[src/rtl/cardinal_pkg.sv]
// cardinal_pkg: shared widths, VC encodings and helpers for the cardinal local port.
// Latency: n/a (types and constants only).
// Backpressure: n/a.
package cardinal_pkg;

  localparam int DATA_W   = 64;  // packet width
  localparam int VC_BIT   = 0;   // packet bit carrying the virtual channel
  localparam int NUM_VC   = 2;
  localparam int VC_IDX_W = 1;

  localparam logic VC_EVEN = 1'b0;
  localparam logic VC_ODD  = 1'b1;

  typedef logic [VC_IDX_W-1:0] vc_t;

  // Virtual channel a packet travels on.
  function automatic vc_t pkt_vc(input logic [DATA_W-1:0] pkt);
    return pkt[VC_BIT];
  endfunction

endpackage

[src/rtl/cardinal_vc_buf2.sv]
// cardinal_vc_buf2: two one-entry packet buffers (one per VC) with full flags.
// Latency: write visible as full the cycle after the edge; read data is a combinational mux.
// Backpressure: a write to a full buffer is discarded; set wins over clear on one edge.
module cardinal_vc_buf2
  import cardinal_pkg::*;
(
  input  logic              clk,
  input  logic              reset,
  input  logic              wr_en,
  input  logic [DATA_W-1:0] wr_dat,
  input  logic              rd_en,
  input  vc_t               rd_vc,
  output logic [DATA_W-1:0] rd_dat,
  output logic [NUM_VC-1:0] full
);

  logic [DATA_W-1:0] buf_q [NUM_VC];
  vc_t               wr_vc;
  logic              wr_ok;

  assign wr_vc  = pkt_vc(wr_dat);
  assign wr_ok  = wr_en && !full[wr_vc];
  assign rd_dat = buf_q[rd_vc];

  // Full flags: fill when accepted, clear when drained; a fill beats a drain.
  always_ff @(posedge clk) begin
    if (reset) begin
      full <= '0;
    end else begin
      for (int v = 0; v < NUM_VC; v++) begin
        if (wr_ok && (wr_vc == vc_t'(v))) begin
          full[v] <= 1'b1;
        end else if (rd_en && (rd_vc == vc_t'(v))) begin
          full[v] <= 1'b0;
        end
      end
    end
  end

  // Packet storage; contents are meaningless while the matching flag is clear.
  always_ff @(posedge clk) begin
    if (wr_ok) begin
      buf_q[wr_vc] <= wr_dat;
    end
  end

endmodule

[src/rtl/cardinal_local_port.sv]
// cardinal_local_port: router-side NIC link endpoint with per-VC ingress/egress buffers.
// Latency: one edge to buffer, outputs registered; forwarding waits for the right polarity phase.
// Backpressure: net_ro/fab_ri advertise buffer space; optional counters under PORT_STATS_EN.
module cardinal_local_port
  import cardinal_pkg::*;
(
  input  logic              clk,
  input  logic              reset,
  output logic              net_polarity,
  input  logic              net_so,
  output logic              net_ro,
  input  logic [DATA_W-1:0] net_do,
  output logic              net_si,
  input  logic              net_ri,
  output logic [DATA_W-1:0] net_di,
  output logic              fab_so,
  input  logic              fab_ro,
  output logic [DATA_W-1:0] fab_do,
  input  logic              fab_si,
  output logic [1:0]        fab_ri,
  input  logic [DATA_W-1:0] fab_di
`ifdef PORT_STATS_EN
  ,
  output logic [15:0]       stat_in_cnt,
  output logic [15:0]       stat_out_cnt,
  output logic [15:0]       stat_drop_cnt
`endif
);

  logic [NUM_VC-1:0] ing_full;
  logic [NUM_VC-1:0] egr_full;
  logic [DATA_W-1:0] ing_rd_dat;
  logic [DATA_W-1:0] egr_rd_dat;
  vc_t               fwd_vc;
  vc_t               dlv_vc;
  logic              fwd;
  logic              dlv;

  // Core transfers use the VC opposite the link polarity; the link uses the matching one.
  assign fwd_vc = ~net_polarity;
  assign dlv_vc = net_polarity;
  assign fwd    = ing_full[fwd_vc] && fab_ro;
  assign dlv    = egr_full[dlv_vc] && net_ri && !net_si;

  assign net_ro = !ing_full[net_polarity];
  assign fab_ri = ~egr_full;

  cardinal_vc_buf2 u_ing (
    .clk    (clk),
    .reset  (reset),
    .wr_en  (net_so),
    .wr_dat (net_do),
    .rd_en  (fwd),
    .rd_vc  (fwd_vc),
    .rd_dat (ing_rd_dat),
    .full   (ing_full)
  );

  cardinal_vc_buf2 u_egr (
    .clk    (clk),
    .reset  (reset),
    .wr_en  (fab_si),
    .wr_dat (fab_di),
    .rd_en  (dlv),
    .rd_vc  (dlv_vc),
    .rd_dat (egr_rd_dat),
    .full   (egr_full)
  );

  // Polarity toggles every cycle; send strobes pulse per transfer, data holds between them.
  always_ff @(posedge clk) begin
    if (reset) begin
      net_polarity <= 1'b0;
      net_si       <= 1'b0;
      net_di       <= '0;
      fab_so       <= 1'b0;
      fab_do       <= '0;
    end else begin
      net_polarity <= ~net_polarity;
      fab_so       <= fwd;
      net_si       <= dlv;
      if (fwd) begin
        fab_do <= ing_rd_dat;
      end
      if (dlv) begin
        net_di <= egr_rd_dat;
      end
    end
  end

`ifdef PORT_STATS_EN
  logic ing_drop;
  logic ing_acc;
  logic egr_drop;

  assign ing_acc  = net_so && !ing_full[pkt_vc(net_do)];
  assign ing_drop = net_so &&  ing_full[pkt_vc(net_do)];
  assign egr_drop = fab_si &&  egr_full[pkt_vc(fab_di)];

  // Traffic counters, free-running modulo 2^16.
  always_ff @(posedge clk) begin
    if (reset) begin
      stat_in_cnt   <= '0;
      stat_out_cnt  <= '0;
      stat_drop_cnt <= '0;
    end else begin
      stat_in_cnt   <= stat_in_cnt + 16'(ing_acc);
      stat_out_cnt  <= stat_out_cnt + 16'(dlv);
      stat_drop_cnt <= stat_drop_cnt + 16'(ing_drop) + 16'(egr_drop);
    end
  end
`endif

endmodule

[config.mk]
export PLATFORM = sky130hd
export DESIGN_NAME = cardinal_local_port
export DESIGN_NICKNAME = d
export VERILOG_FILES = /design/src/rtl/cardinal_pkg.sv /design/src/rtl/cardinal_vc_buf2.sv /design/src/rtl/cardinal_local_port.sv
export SDC_FILE = /design/constraint.sdc
export NUM_CORES = 1
export LEC_CHECK = 0
export BUFFER_PORTS_ARGS = -buffer_cell sky130_fd_sc_hd__buf_2
export CAP_MARGIN = 25
export CORE_AREA = 10 10 174 176
export CTS_BUF_LIST = sky130_fd_sc_hd__clkbuf_2 sky130_fd_sc_hd__clkbuf_4 sky130_fd_sc_hd__clkbuf_8
export CTS_CLUSTER_SIZE = 16
export DETAILED_ROUTE_END_ITERATION = 16
export DIE_AREA = 0 0 184 186
export HOLD_SLACK_MARGIN = 0.15
export PLACE_DENSITY_LB_ADDON = 0.15
export SYNTH_ARGS = -nofsm -noshare
export SYNTH_HDL_FRONTEND = slang
export SYNTH_HIERARCHICAL = 1
export SYNTH_SLANG_ARGS = --single-unit
[constraint.sdc]
create_clock -name clk -period 5.2 [get_ports clk]
set_input_delay 1.56 -clock clk [delete_from_list [all_inputs] [get_ports clk]]
set_output_delay 1.56 -clock clk [all_outputs]
set_load 0.005 [all_outputs]
==> results_dict.tcl <==
set metrics [dict create \
    clk_pin_slew_ns 0.06 \
    ios 268 \
    overflow 0 \
    clock_sinks 391 \
    syn_area_per_cell_um2 15.4 \
    maxCapViolations 0 \
    critPathBufInv 1 \
    root_buffer "clkbuf_8" \
    crit_path_end_kind "output port" \
    swShare 0.216 \
    setup_violations 0 \
    fin_nets 1410 \
    grt_pass1_wl_mm 48.8 \
    cp_top_family "flip-flops" \
    syn_nets 1125 \
    hold_viol 0 \
    chipHeight_um 186 \
    cp.arrival_ns 1.71 \
    min_period_ns 3.27 \
    crit_path_max_fanout 42 \
    max_freq_mhz 306 \
    setup_tns_ns 0 \
    viasPerCell 5.09 \
    finalWirelength_mm 31.1 \
    worstSetupStartpointType "flip-flop" \
    worstPathCellList "mux2i_1, buf_2" \
    drive_gt1_frac 0.392 \
    ant_nets 0 \
    clk_latency_ns 0.58 \
    dp_slack_ns 1.95 \
    combPwrFrac 0.073 \
    finalPower_w 0.00652 \
    syn2layout_area_growth_pct 18.8 \
    crit_required_ns 3.64 \
    cts_tree "built" \
    setup_slack_ns 1.93 \
    numPortBuffers 267 \
    ys_ff_latch 391 \
    cts_buffer_depth 3 \
    rsz0062_at_grt "false" \
    yosysSeqAreaShare 0.681 \
    drt-wirelength-per-cell_um 18.6 \
    antenna_found_initial 10 \
    post_cts_buffers 0 \
    hpwlAfterDp_mm 19.8 \
    core_um2 26700 \
    intPower_w 0.00511 \
    dr.first_iter.drc_count 441 \
    rows 60 \
    die_area_um2 34200 \
    p_sw_w 0.00141 \
    skew_ns 0.0170 \
    outcome "finished, final reports clean" \
    ys.warnings.count 6 \
    final_util 0.678 \
    start_util 0.570 \
    critPathMaxStageDelay_ns 0.74 \
    final_cell_mix "buf_2 (266), nand2b_1 (258), edfxtp_1 (256)" \
    cp_slowest_cell "dfxtp_4" \
    ctsHtreeMaxLevel 2 \
    mostFrequentLayoutCell "buf_2" \
    grtUsageTotal 0.179 \
    fin_cells 1675 \
    hold_buffers 0 \
    die_w_um 184 \
    syn-cell-area_um2 15200 \
    drv_slew 0 \
    dr.pass1.iters 4 \
    cts_inserted_buffers 61 \
    p_leak_nw 6.88 \
    min_path_type "reg2reg" \
    path_class "reg2out" \
    drc 0 \
    postCtsResizedCells 0 \
    post-route-period-util 0.629 \
    netlist_instances 991 \
    slew_headroom 0.334 \
    ir_worst_vdd_mv 0.247 \
    p_clk_frac 0.388 \
    grt_max_degree 174 \
    place_congestion 0.732 \
    vias 8533 \
    seq_power_share 0.539 \
    ys_types 18 \
    dp.cells 1553 \
    power_density_nw_per_um2 360 \
    worstMarginPinSlew_ns 1.00 \
    grt_pass1_vias 9179 \
]
[cell type report]
class                   count  area (µm²)
flip-flops and latches    391       10400
repair buffers            281        1500
diodes                      9        22.5
fillers                  1906        8610
clock inverters            19         109
well taps                 341         427
inverters                   5        18.8
clock buffers              93        1120
multi-input cells         536        4530
[routing by layer]
metal	track usage	up-vias	routed length, µm
li1	-	4097	-
met1	0.230	4113	13300
met2	0.281	272	14200
met3	0.0634	47	3040
met4	0.0531	4	517
met5	0	-	21
[worst reg2reg max path, delay by kind of cell (launching register included)]
family                 cells  cell delay, ns
and+or+nand+nor            1            0.08
DFF                        1            0.52
buffers and inverters      3            1.51
muxes                      2            0.50
[state kept, by name, summed over array words and instances, names as in the netlist]
register and cells:
u_egr/full 2, net_di 64, u_ing/full 2, fab_do 64, net_si 1, u_egr/buf_q 128
u_ing/buf_q 128, net_polarity 1, fab_so 1
[through the flow]
stage | hold slack (ns) | instance area [µm²]
2_1_floorplan | 0.459 | 15200
3_3_place_gp | 0.453 | 16800
3_5_place_dp | 0.459 | 16800
4_1_cts | 0.471 | 18100
5_1_grt | 0.489 | 18100
6_report | 0.468 | 18100
[worst paths after layout]
path	depth (start not counted)	end	slack, ns	start
setup / recovery	2	net_ro	1.93	net_polarity$_SDFF_PP0_
hold / removal	2	fab_do[46]$_SDFFE_PP0P_	0.47	fab_do[46]$_SDFFE_PP0P_
setup reg to reg	6	fab_do[3]$_SDFFE_PP0P_	2.44	net_polarity$_SDFF_PP0_
hold reg to reg	2	fab_do[46]$_SDFFE_PP0P_	0.47	fab_do[46]$_SDFFE_PP0P_
[synth_stat cells]
| cell type | number | area share |
|---|---|---|
| nand2b_1 | 258 | 0.11 |
| edfxtp_1 | 256 | 0.50 |
| dfxtp_1 | 135 | 0.18 |
| mux2i_1 | 131 | 0.086 |
| mux2_2 | 128 | 0.095 |
| clkbuf_1 | 30 | 0.0074 |
| buf_6 | 12 | 0.0089 |
| buf_2 | 9 | 0.0030 |
| buf_4 | 8 | 0.0039 |
| inv_1 | 5 | 0.0012 |
| nor2_1 | 5 | 0.0012 |
| nor2b_1 | 3 | 0.0012 |
| a211oi_1 | 2 | 0.00098 |
| a21oi_1 | 2 | 0.00066 |
| a311oi_1 | 2 | 0.0011 |
| and3b_1 | 2 | 0.0011 |
| nand2_1 | 2 | 0.00049 |
| nor3b_2 | 1 | 0.00082 |
[cell families after synthesis]
kind of cell    after synthesis  synth area share
simple gates                271             0.111
buf+inv                      64            0.0244
flops                       391             0.681
compound gates                6           0.00279
mux                         259             0.181
[power by group through the flow]
stage / logic, W / registers (W) / clock network (W)
final: 0.000474 / 0.00352 / 0.00253
after CTS: 0.000482 / 0.00352 / 0.00260
after global placement: 0.000469 / 0.00358 / 0
after detailed placement: 0.000480 / 0.00358 / 0
after floorplan: 0.000305 / 0.00357 / 0
after global routing: 0.000523 / 0.00353 / 0.00275
(Power assumes the default switching activity.)
